## config.mk

```make
export PLATFORM = sky130hd
export DESIGN_NAME = sccb_slave_responder
export DESIGN_NICKNAME = d
export VERILOG_FILES = /design/src/rtl/sccb_pkg.sv /design/src/rtl/sccb_line_sync.sv /design/src/rtl/sccb_slave_responder.sv
export SDC_FILE = /design/constraint.sdc
export NUM_CORES = 1
export LEC_CHECK = 0
export ABC_CLOCK_PERIOD_IN_PS = 5000
export BUFFER_PORTS_ARGS = -buffer_cell sky130_fd_sc_hd__buf_4
export CORE_MARGIN = 2
export CORE_UTILIZATION = 50
export CTS_BUF_LIST = sky130_fd_sc_hd__clkbuf_8
export CTS_CLUSTER_DIAMETER = 40
export DETAILED_ROUTE_END_ITERATION = 6
export GPL_ROUTABILITY_DRIVEN = 0
export PLACE_DENSITY = 0.75
export SETUP_SLACK_MARGIN = 0.4
export SYNTH_ARGS = -nofsm -noshare
export SYNTH_HDL_FRONTEND = slang
export SYNTH_HIERARCHICAL = 1
export SYNTH_SLANG_ARGS = --single-unit
```

## constraint.sdc

```tcl
create_clock -name clk -period 5 [get_ports clk]
set_input_delay 0.25 -clock clk [delete_from_list [all_inputs] [get_ports clk]]
set_output_delay 0.25 -clock clk [all_outputs]
set_load 0.01 [all_outputs]
```

## src/rtl/sccb_pkg.sv

```systemverilog
// Shared types and constants for the SCCB slave responder.
package sccb_pkg;

  localparam int         BYTE_W        = 8;
  localparam logic [6:0] SCCB_DEF_ADDR = 7'h21;
  localparam logic       SCCB_WR       = 1'b0;
  localparam logic       SCCB_RD       = 1'b1;

  typedef enum logic [3:0] {
    ST_IDLE,
    ST_ADDR,
    ST_ADDR_ACK,
    ST_REG,
    ST_REG_ACK,
    ST_DATA,
    ST_DATA_ACK,
    ST_RD_DATA,
    ST_RD_ACK,
    ST_IGNORE
  } sccb_state_e;

endpackage

```

## src/rtl/sccb_line_sync.sv

```systemverilog
// Synchroniser, glitch filter and edge pulses for one open-drain bus line.
module sccb_line_sync #(
  parameter int SYNC_STAGES = 2,
  parameter int FILTER_LEN  = 3
) (
  input  logic clk,
  input  logic rst,
  input  logic din,
  output logic filt,
  output logic rise,
  output logic fall
);
  localparam int CNT_W = $clog2(FILTER_LEN + 1);

  logic [SYNC_STAGES-1:0] sync_q, sync_d;
  logic [CNT_W-1:0]       cnt_q, cnt_d;
  logic                   filt_q, filt_d;
  logic                   rise_q, rise_d;
  logic                   fall_q, fall_d;
  logic                   sample;

  always_comb begin
    sync_d = SYNC_STAGES'({sync_q, din});
    sample = sync_q[SYNC_STAGES-1];
    filt_d = filt_q;
    cnt_d  = '0;
    // The filtered level only follows after FILTER_LEN consecutive differing samples.
    if (sample != filt_q) begin
      if (cnt_q == CNT_W'(FILTER_LEN - 1)) filt_d = sample;
      else                                 cnt_d  = cnt_q + 1'b1;
    end
    rise_d = filt_d & ~filt_q;
    fall_d = ~filt_d & filt_q;
  end

  // Bus idles high, so reset to 1 to avoid a spurious edge on release.
  always_ff @(posedge clk or posedge rst) begin
    if (rst) begin
      sync_q <= '1;
      cnt_q  <= '0;
      filt_q <= 1'b1;
      rise_q <= 1'b0;
      fall_q <= 1'b0;
    end else begin
      sync_q <= sync_d;
      cnt_q  <= cnt_d;
      filt_q <= filt_d;
      rise_q <= rise_d;
      fall_q <= fall_d;
    end
  end

  assign filt = filt_q;
  assign rise = rise_q;
  assign fall = fall_q;

endmodule

```

## src/rtl/sccb_slave_responder.sv

```systemverilog
// SCCB/I2C register slave: START/ADDR/REG/DATA/STOP decode, ACKs, byte register port.
// Define SCCB_READ_EN to serve R/W=1 transfers from reg_rdata; otherwise reads are ignored.
module sccb_slave_responder
  import sccb_pkg::*;
#(
  parameter logic [6:0] SLAVE_ADDR  = SCCB_DEF_ADDR,
  parameter int         SYNC_STAGES = 2,
  parameter int         FILTER_LEN  = 3
) (
  input  logic              clk,
  input  logic              rst,
  input  logic              scl,
  input  logic              sda_i,
  output logic              sda_oe,
  output logic [BYTE_W-1:0] reg_addr,
  output logic [BYTE_W-1:0] reg_wdata,
  output logic              reg_we,
  input  logic [BYTE_W-1:0] reg_rdata,
  output logic              busy
);
  logic fs, fs_rise, fs_fall, fd, fd_rise, fd_fall;
  logic start_det, stop_det, addr_ok;
  logic [BYTE_W-1:0] byte_in;

  sccb_state_e       state_q, state_d;
  logic [3:0]        bit_cnt_q, bit_cnt_d;
  logic [6:0]        shift_q, shift_d;
  logic              sda_oe_q, sda_oe_d;
  logic [BYTE_W-1:0] reg_addr_q, reg_addr_d;
  logic [BYTE_W-1:0] reg_wdata_q, reg_wdata_d;
  logic              reg_we_q, reg_we_d;
  logic              busy_q, busy_d;

  sccb_line_sync #(.SYNC_STAGES(SYNC_STAGES), .FILTER_LEN(FILTER_LEN)) u_scl_sync (
    .clk(clk), .rst(rst), .din(scl), .filt(fs), .rise(fs_rise), .fall(fs_fall)
  );

  sccb_line_sync #(.SYNC_STAGES(SYNC_STAGES), .FILTER_LEN(FILTER_LEN)) u_sda_sync (
    .clk(clk), .rst(rst), .din(sda_i), .filt(fd), .rise(fd_rise), .fall(fd_fall)
  );

  assign start_det = fd_fall & fs;
  assign stop_det  = fd_rise & fs;
  assign byte_in   = {shift_q, fd};

`ifdef SCCB_READ_EN
  logic [6:0] rd_shift_q, rd_shift_d;
  logic       rw_q, rw_d;
  assign addr_ok = (byte_in[7:1] == SLAVE_ADDR);
`else
  logic rdata_unused;
  assign rdata_unused = ^reg_rdata;
  assign addr_ok      = (byte_in[7:1] == SLAVE_ADDR) && (byte_in[0] == SCCB_WR);
`endif

  always_comb begin
    state_d     = state_q;
    bit_cnt_d   = bit_cnt_q;
    shift_d     = shift_q;
    sda_oe_d    = sda_oe_q;
    reg_addr_d  = reg_addr_q;
    reg_wdata_d = reg_wdata_q;
    reg_we_d    = 1'b0;
    busy_d      = busy_q;
`ifdef SCCB_READ_EN
    rd_shift_d  = rd_shift_q;
    rw_d        = rw_q;
`endif
    if (stop_det) begin
      state_d   = ST_IDLE;
      bit_cnt_d = '0;
      sda_oe_d  = 1'b0;
      busy_d    = 1'b0;
    end else if (start_det) begin
      state_d   = ST_ADDR;
      bit_cnt_d = '0;
      sda_oe_d  = 1'b0;
    end else begin
      case (state_q)
        ST_ADDR, ST_REG, ST_DATA: begin
          if (fs_rise) begin
            shift_d   = byte_in[6:0];
            bit_cnt_d = bit_cnt_q + 4'd1;
            if (bit_cnt_q == 4'd7) begin
              bit_cnt_d = '0;
              if (state_q == ST_ADDR) begin
                state_d = addr_ok ? ST_ADDR_ACK : ST_IGNORE;
                busy_d  = busy_q | addr_ok;
`ifdef SCCB_READ_EN
                rw_d    = byte_in[0];
`endif
              end else if (state_q == ST_REG) begin
                reg_addr_d = byte_in;
                state_d    = ST_REG_ACK;
              end else begin
                reg_wdata_d = byte_in;
                reg_we_d    = 1'b1;
                state_d     = ST_DATA_ACK;
              end
            end
          end
        end
        // First SCL fall opens the ACK slot, the second one closes it.
        ST_ADDR_ACK, ST_REG_ACK, ST_DATA_ACK: begin
          if (fs_fall) begin
            sda_oe_d = ~sda_oe_q;
            if (sda_oe_q) begin
              state_d = (state_q == ST_ADDR_ACK) ? ST_REG : ST_DATA;
              if (state_q == ST_DATA_ACK) reg_addr_d = reg_addr_q + 8'd1;
`ifdef SCCB_READ_EN
              if (state_q == ST_ADDR_ACK && rw_q == SCCB_RD) begin
                state_d    = ST_RD_DATA;
                sda_oe_d   = ~reg_rdata[7];
                rd_shift_d = reg_rdata[6:0];
              end
`endif
            end
          end
        end
`ifdef SCCB_READ_EN
        ST_RD_DATA: begin
          if (fs_rise) begin
            bit_cnt_d = bit_cnt_q + 4'd1;
          end else if (fs_fall) begin
            if (bit_cnt_q == 4'd8) begin
              sda_oe_d  = 1'b0;
              bit_cnt_d = '0;
              state_d   = ST_RD_ACK;
            end else begin
              sda_oe_d   = ~rd_shift_q[6];
              rd_shift_d = {rd_shift_q[5:0], 1'b0};
            end
          end
        end
        // bit_cnt=1 marks a master ACK seen; the following fall reloads from the new pointer.
        ST_RD_ACK: begin
          if (fs_rise) begin
            if (fd) begin
              state_d = ST_IGNORE;
            end else begin
              reg_addr_d = reg_addr_q + 8'd1;
              bit_cnt_d  = 4'd1;
            end
          end else if (fs_fall && bit_cnt_q == 4'd1) begin
            state_d    = ST_RD_DATA;
            bit_cnt_d  = '0;
            sda_oe_d   = ~reg_rdata[7];
            rd_shift_d = reg_rdata[6:0];
          end
        end
`endif
        default: ;
      endcase
    end
  end

  always_ff @(posedge clk or posedge rst) begin
    if (rst) begin
      state_q     <= ST_IDLE;
      bit_cnt_q   <= '0;
      shift_q     <= '0;
      sda_oe_q    <= 1'b0;
      reg_addr_q  <= '0;
      reg_wdata_q <= '0;
      reg_we_q    <= 1'b0;
      busy_q      <= 1'b0;
    end else begin
      state_q     <= state_d;
      bit_cnt_q   <= bit_cnt_d;
      shift_q     <= shift_d;
      sda_oe_q    <= sda_oe_d;
      reg_addr_q  <= reg_addr_d;
      reg_wdata_q <= reg_wdata_d;
      reg_we_q    <= reg_we_d;
      busy_q      <= busy_d;
    end
  end

`ifdef SCCB_READ_EN
  always_ff @(posedge clk or posedge rst) begin
    if (rst) begin
      rd_shift_q <= '0;
      rw_q       <= SCCB_WR;
    end else begin
      rd_shift_q <= rd_shift_d;
      rw_q       <= rw_d;
    end
  end
`endif

  assign sda_oe    = sda_oe_q;
  assign reg_addr  = reg_addr_q;
  assign reg_wdata = reg_wdata_q;
  assign reg_we    = reg_we_q;
  assign busy      = busy_q;

endmodule

```

==> results of run 1 <==
-- per-layer routing --
metal	wire, um	vias up
met3	140	8
li1	-	761
met2	1850	32
met5	0	-
met4	77	0
met1	1930	766
-- power by group --
group	switching [mW]	internal, mW	leakage (nW)
registers	0.0531	0.433	0.644
clock network	0.132	0.164	0.0614
logic	0.0567	0.0716	0.520
-- placed cells by master, fill, tap and decap left out, types with 2 or more instances in the layout --
master	n
nand2_1	23
mux2_2	15
o21ai_0	8
xnor2_1	3
ha_1	2
nand2b_4	2
nor2_1	13
clkbuf_8	6
a21oi_2	2
xor2_1	2
dfrtp_1	42
a21oi_1	16
nand3_1	8
dfstp_2	6
nor3b_1	6
and3_1	3
inv_1	6
o22ai_1	3
o21a_1	2
buf_4	23
mux2i_1	3
mux2_4	2
nor3_1	5
or3_1	3
-- synthesized netlist by cell type, drive strengths merged (2+ instances only) --
cell type | count | area [um2]
nand2 | 24 | 97.6
dfstp | 6 | 158
nand3 | 8 | 40.0
nor3b | 6 | 45.0
mux2i | 3 | 30.0
nand2b | 3 | 33.8
o21ai | 8 | 40.0
a21oi | 18 | 97.6
or3 | 3 | 18.8
dfrtp | 42 | 1050
xnor2 | 3 | 26.3
o21a | 2 | 15.0
or2 | 2 | 12.5
xor2 | 2 | 17.5
inv | 6 | 22.5
nor3 | 5 | 25.0
and3 | 3 | 18.8
mux2 | 17 | 199
nor2 | 15 | 75.1
o22ai | 3 | 18.8
ha | 2 | 25.0
buf | 7 | 71.3
a31oi | 2 | 18.8
-- worst reg2reg max path: stages (launching register included) --
cell     delay (ps)
dfrtp_1         480
or2_2           330
nor2_1          860
o21ai_0         210
a21oi_1         200
a21oi_1          60
-- final cells by class --
class                      instances  area [um2]  share of cell area
timing repair buffer              24         183              0.0717
clock buffer                       6        82.6              0.0324
tap                               52        65.1              0.0255
sequential                        48        1210               0.474
multi-input combinational        140         948               0.372
inverter                           6        22.5             0.00884
clock inverter                     2        38.8              0.0152
-- flip-flops by register name, summed over array words and instances, names as in the netlist, 2 cells and up --
| name | flops |
|---|---|
| reg_addr | 8 |
| reg_wdata | 8 |
| shift_q | 7 |
| bit_cnt_q | 4 |
| state_q | 4 |
| u_scl_sync/cnt_q | 2 |
| u_scl_sync/sync_q | 2 |
| u_sda_sync/cnt_q | 2 |
| u_sda_sync/sync_q | 2 |
-- worst max-delay path by stage --
stage                                   end  slack, ps  cells past startpoint
global placement    reg_addr[6]$_DFFE_PP0P_       2830                      5
detailed placement  reg_addr[6]$_DFFE_PP0P_       2790                      5
CTS                 reg_addr[6]$_DFFE_PP0P_       2770                      5
floorplan           reg_addr[7]$_DFFE_PP0P_       3270                      8
finish              reg_addr[6]$_DFFE_PP0P_       2740                      5
global route         state_q[0]$_DFFE_PP0P_       2630                      4
-- cell families (layout without fill, tap and decap cells) --
group | Yosys count | in the layout
fa+ha+maj | 2 | 2
flops | 48 | 48
mux | 20 | 20
buf+inv | 14 | 38
compound gates | 38 | 38
xor+xnor | 5 | 5
simple gates | 75 | 75
==> out/results.txt, run 1 <==
The post-synthesis mux area share works out to 0.102. The logs give 278 for the count of non-filler cells in the finished layout and 0 for the initial antenna violation count. The clock arrives with 6.93 ps of skew. Summing all placed instances gives a cell area of 2420 um2.

Dividing the synthesized area by the synthesized cell count gives 11.2 um2. Adder and majority gate portion of the synthesized area: 0.0111. The run gives 2440 ps as the endpoint arrival time on the critical path. The post-synthesis net count came out at 216. The number of DRC violations after detailed-routing iteration 0 is 153. The logs give 1 for the number of hold buffers added after cts and 0 for the count of final max-slew check failures.

For this run, the post-layout net count is 239. The tools report the slack of the critical path as 2740 ps. The post-synthesis async set-or-reset flop share was 1.00. For this run, the number of Yosys warnings is 6. The number of enable flip-flop cells after synthesis is 0, and the part of the Yosys area used for sequential elements is 0.536. Area share of and/or/nand/nor cells after synthesis: 0.184. The run finished with clean final reports.

The number of flip-flops and latches in the synthesized netlist was 48; the normalized max-slew margin was 0.244. Traced cell by cell, the critical path runs through or2_2, nor2_1, o21ai_0, a21oi_1, a21oi_1. Buffers added to address setup during post-CTS repair amount to 0.

The tools report the full die area as 5060 um2. For the pin with the worst max-slew slack, the measured transition is 1130 ps. The clock net in this run drives a total of 48 sinks.

The final routed wire length divided by cell count is 14.4 um. The synthesized instance count is 202, and the cell area power density is 357 nW/um2. The final sum of negative setup slack is 0 ps, and the setup slack at placement is 2790 ps.

The data required time at the worst endpoint was 5180 ps. The routing usage on met1 came out at 0.243. The number of cells on the worst reg-to-reg path is 5.

The die is 71.2 um tall. The run gives 0.910 mW as the post-layout total power. The startpoint identified for the worst hold timing path is sda_i. TritonCTS built the clock tree.

The run gives 0 as the number of maximum-capacitance constraint violations. The run gives 0 as the number of diodes. The clock tree root buffer cell was clkbuf_8. The tools report the largest buffer count on any clock path as 2.

The global-route track usage on met2 is 0.271, and the maximum net fanout on the critical path is 20. The post-route clock period utilization works out to 0.452. Buffers inserted during clock tree synthesis total 5. The detail route stage leaves a number of antenna-violating nets equal to 0.

The final critical delay including setup and external delays is 2260 ps. Prevailing post-synth register cell: dfrtp_1. For the count of pins on the block boundary, the log shows 31.

For the end-of-flow core utilization, the log shows 0.585. The fraction of synthesized cell area in xor and xnor cells is 0.0194. The tools report the source of the critical timing path as state_q[0]$_DFFE_PP0P_. The number of hold violations in the final report came out at 0. Combinational family with the most area after synthesis: simple AND/OR/NAND/NOR gates. Global router's overall resource usage: 0.176. The cell that appears most often on the critical path is a21oi_1. With fillers left out, the area of the finished cells amounts to 2550 um2. The first global-routing pass estimated 6960 um of wire.

On the worst path, the slowest cell contributes a delay of 850 ps. The run gives 359 as the count of fill cells added during filler insertion. The tools report the kind of end point of the critical path as a register. The buffer and inverter count on the worst path was 0. Setup repair after global routing left no endpoint under its margin.

The static power due to leakage came out at 1.23 nW. The number of cells upsized or downsized after cts came out at 0. On the critical path, the stage with the largest delay is an instance of nor2_1. In this run the core area contains 24 standard-cell rows. The worst-case IR drop observed on VDD is 0.000276 V. Across all hold checks on the routed design, the worst slack comes to 48.2 ps. After floorplanning, the core was sized to cover 4350 um2. The startpoint identified for the worst register-to-register timing path is state_q[0]$_DFFE_PP0P_. The final number of setup-violating endpoints is 0, and the growth of design area from synthesis to finish is 13.0%. The tools report the launching element type of the critical path as a register. The routed design has 3990 um of wire. The netlist uses 46 different library cells. Entering global routing, the biggest net connects 35 pins.

The worst register-to-register path ends at reg_addr[6]$_DFFE_PP0P_. The first detailed-routing pass took 4 iterations. The met3 track utilization from global routing is 0.0427, and the post-synthesis cell area is 2250 um2. The vias after detailed routing came out at 1567. The number of stages on the worst hold path is 1.

The sum of net half-perimeters after detailed placement was 2700 um; the count of input and output buffers was 22. The H-tree was split into 2 levels. X dimension of the die: 71.2 um. Grouping stages by cell kind, the critical path spends the most delay in simple AND/OR/NAND/NOR gates. The maximum achievable frequency is 442 MHz. The number of global-route vias before repair is 1529, and the fraction of the mapped netlist area in compound gates is 0.104. Most utilized layer in the global route result: met2. The logs give 310 ps for the source-to-sink clock delay at the later pin of the worst-skew pair and 0 for the detailed-route DRC error count. The critical setup path kind was reg2reg.

The tools report the starting density of the core as 0.518. The register-to-register path setup slack is 2740 ps. The clock slew at the register clock pins of the worst setup and hold paths works out to 90 ps.

The fraction of layout instances using a drive strength above 1 was 0.283. The detail-routed via count per cell was 5.64; the sum of overflow across all layers after global routing was 0. The destination of the worst hold path is u_sda_sync/sync_q[0]$_DFF_PP1_. Class of the worst hold path: in2reg.

Including well taps, the total number of placed cells is 269.
Power figures use the tool's default switching activity.
==> run 2: changes to the inputs <==
--- a/config.mk
+++ b/config.mk
@@ -5,7 +5,8 @@
 export SDC_FILE = /design/constraint.sdc
 export NUM_CORES = 1
 export LEC_CHECK = 0
-export ABC_CLOCK_PERIOD_IN_PS = 5000
+export ABC_AREA = 1
+export ABC_CLOCK_PERIOD_IN_PS = 2100
 export BUFFER_PORTS_ARGS = -buffer_cell sky130_fd_sc_hd__buf_4
 export CORE_MARGIN = 2
 export CORE_UTILIZATION = 50
==> constraint.sdc (replaced) <==
create_clock -name clk -period 2.1 [get_ports clk]
set_input_delay 0.105 -clock clk [delete_from_list [all_inputs] [get_ports clk]]
set_output_delay 0.105 -clock clk [all_outputs]
set_load 0.01 [all_outputs]
==> out/results.txt, run 2 <==
The logs give 48 for the number of clock sinks seen by CTS and 0.707 for the normalized max-slew margin. For the starting density of the core, the log shows 0.513. The tools report the launching point of the worst reg2reg path as state_q[1]$_DFFE_PP0P_. The vertical die dimension came out at 73.4 um. End-of-flow core utilization: 0.597.

The maximum achievable frequency is 644 MHz. Setup slack closes at 547 ps. Summed over all nets, the half-perimeter wirelength after detailed placement is 3260 um. The post-synthesis net count came out at 306. The static power due to leakage is 1.44 nW, and the number of flip-flops and latches in the synthesized netlist is 48. The finished layout holds 380 standard cells, fillers aside.

In the synthesized netlist the dominant register cell turns out to be dfrtp_1. The portion of total power attributed to combinational logic is 0.105, and the post-synthesis cell area is 2410 um2. The most common library cell in the layout ignoring fill and taps is nand2_1. The cell count after synthesis came out at 292. The run gives 1818 as the number of global-route vias before repair.

Maximum net fanout on the critical path: 11. The critical path's most frequent cell is nand2_1. The number of cells on the worst reg-to-reg path is 10.

The cell sitting at the root of the clock tree is a clkbuf_8. For the register-to-register path setup slack, the log shows 550 ps. The count of yosys warnings during synthesis came out at 6. Fraction of layout instances using a drive strength above 1: 0.221.

For the setup slack at placement, the log shows 467 ps. In this run the critical register-to-register path is captured at reg_addr[2]$_DFFE_PP0P_. The count of fill cells added during filler insertion is 415, and the number of buffers added by the clock tree synthesis step is 5.

The most critical setup path has its endpoint at reg_addr[2]$_DFFE_PP0P_. The first global-routing pass estimated 8050 um of wire. STA classifies the critical path startpoint as a register. The class of the worst hold path is in2async. The x dimension of the die is 73.4 um. Switching portion of total power: 0.264.

TritonCTS built the clock tree. Full die area: 5380 um2. The area share of the largest cell type after synthesis was 0.437. For the post-route clock skew, the log shows 9.53 ps. The internal power of the cells totals 1.43 mW. In this run the standard cell core region covers 4690 um2. The remaining antenna violation count was 0. The run gives 1760 ps as the endpoint arrival time on the critical path. Clock-pin slew was measured on the worst setup and hold paths at 90 ps. The post-synthesis async set-or-reset flop share was 1.00. STA classifies the critical path endpoint as a register. In the layout the commonest cells are 89 x nand2_1, 42 x dfrtp_1, 40 x inv_1. The number of hold violations in the final report was 0; the largest net degree at the start of global routing was 35. The cell type with the highest aggregate area in the netlist is dfrtp_1. After the first detailed-routing iteration, the DRC count stood at 130.

Part of the Yosys area used for sequential elements: 0.502. The tools report the count of final max-slew check failures as 0. Critical setup path kind: reg2reg. The clock tree synthesis step divided the H-tree into 2 levels.

From synthesis to final layout, the design area changed by 16.4%. The completed layout was analyzed and its total power is 1.94 mW. The net switching power was 0.511 mW; the vias after detailed routing was 1911. For this run, design rule violations remaining after detail routing come to 0. The most instantiated library cell after synthesis was nand2_1. The global router's overall resource usage was 0.195.

The final critical delay including setup and external delays is 1550 ps. The sum of overflow across all layers after global routing is 0. The routed wire length came out at 4600 um. Setup repair after global routing left no endpoint under its margin.

The cell count after placement was 366; the final sum of negative setup slack was 0 ps. Yosys mapped a number of flops with a built-in enable equal to 0. In the final design database the tool counted 339 nets.

Data on the critical path is required at its endpoint by 2300 ps. Post-route clock period utilization: 0.740. Using the TritonRoute via totals, the vias-per-cell ratio works out to 5.03. The longest clock path from root to sink contains 2 buffers.

The signal on the critical path passes through inv_1, nor2_2, nand2_1, nand2_4, nand2_1, nand2_1, nor2_4, nand2_4, nand2_1, nand2_1. The critical path starts at state_q[1]$_DFFE_PP0P_. The power share of the sequential group was 0.541. Setup violations remaining at the end of the flow were counted as 0. Max-cap violations in this run came to 0. The final routed wire length divided by cell count works out to 12.1 um.

After synthesis, the cell types taking the most area are dfrtp_1 44%, nand2_1 14%, dfstp_2 6.6%. Power spread over the standard cell area amounts to 692 nW/um2. The site row count came out at 25. The run finished with clean final reports. The iteration count of the initial detailed-routing pass is 4.

The source-to-sink clock delay at the later pin of the worst-skew pair came out at 310 ps. The share of total power in the clock network was 0.354; the number of diodes was 0. A synthesized cell averages 8.24 um2. The count of pins on the block boundary is 31.

On the critical path, the stage with the largest delay is an instance of dfrtp_1. The initial antenna violation count is 0. In the synthesized netlist, the cells that appear most often are 89 x nand2_1, 42 x dfrtp_1, 40 x inv_1. Buffers placed on the I/O ports in this run total 22. The maximum resistive drop on vdd was 0.000483 V; the slew at the pin with the worst max-slew slack was 440 ps.

The netlist uses 30 different library cells. The stage delay of the slowest cell on the critical path came out at 410 ps.
==> run 2: cell count changes after synthesis, moves of 6 or more <==
cell,change
nand3_1,+16
o21ai_2,+7
inv_1,+34
o21ai_0,+7
mux2_2,-15
nor3b_1,-6
nand2_2,+11
nand2_1,+66
a21oi_1,-8
==> run 2: worst min path at each step <==
stage | from | end | depth (start not counted)
after floorplan | rst | u_scl_sync/cnt_q[0]$_DFF_PP0_ | 1
after global placement | rst | u_sda_sync/rise$_DFF_PP0_ | 2
after detailed placement | rst | u_sda_sync/cnt_q[0]$_DFF_PP0_ | 2
after CTS | rst | u_sda_sync/cnt_q[0]$_DFF_PP0_ | 3
after global routing | rst | u_scl_sync/rise$_DFF_PP0_ | 3
final | rst | u_scl_sync/cnt_q[0]$_DFF_PP0_ | 3
==> run 2: critical path, delay by kind of cell (launching register included) <==
family	cells	cell delay, ps
buf+inv	1	100
flops	1	410
simple gates	9	950
==> run 2: kinds of logic (layout without fill, tap and decap cells) <==
family          Yosys count  after routing  share of synthesized area
buf+inv                  46             80                     0.0801
fa+ha+maj                 2              2                     0.0104
flops                    48             48                      0.502
simple gates            156            156                      0.303
xor+xnor                  3              3                     0.0109
compound gates           37             37                     0.0931
==> run 2: area by class of cell <==
| cell class | instances | area, um2 | share of cell area |
|---|---|---|---|
| multi-input combinational | 198 | 1010 | 0.362 |
| sequential | 48 | 1210 | 0.432 |
| tap | 54 | 67.6 | 0.0241 |
| timing repair buffer | 31 | 240 | 0.0858 |
| inverter | 41 | 154 | 0.0550 |
| clock buffer | 5 | 68.8 | 0.0246 |
| clock inverter | 3 | 46.3 | 0.0165 |
==> run 2: metrics by stage <==
step           hold WS, ps  instance area (um2)
4_1_cts                279                 2770
3_3_place_gp          59.8                 2620
5_1_grt                307                 2800
6_report               293                 2800
3_5_place_dp          62.7                 2620
2_1_floorplan        -93.8                 2410
==> run 2: repair_timing <==
item | in CTS | in global routing
setup buffers | 0 | 3
endpoints found under the setup margin | 0 | 20
endpoints found under the hold margin | 50 | 0
hold buffers | 3 | 0
gates resized for setup | 0 | 3
==> run 2: per-layer routing <==
metal  part of all wire  global-route usage  up-vias
met5                  0                   0        -
met4              0.018              0.0768        0
met3              0.026              0.0412        8
met2               0.51               0.339       25
met1               0.44               0.236      898
li1                   -                   -      980
==> run 2: power groups by stage <==
stage | clock [mW] | sequential [mW] | combinational (mW)
final | 0.686 | 1.05 | 0.203
after global routing | 0.743 | 1.05 | 0.240
after CTS | 0.699 | 1.05 | 0.207
after detailed placement | 0 | 1.06 | 0.203
after global placement | 0 | 1.06 | 0.192
after floorplan | 0 | 1.05 | 0.158
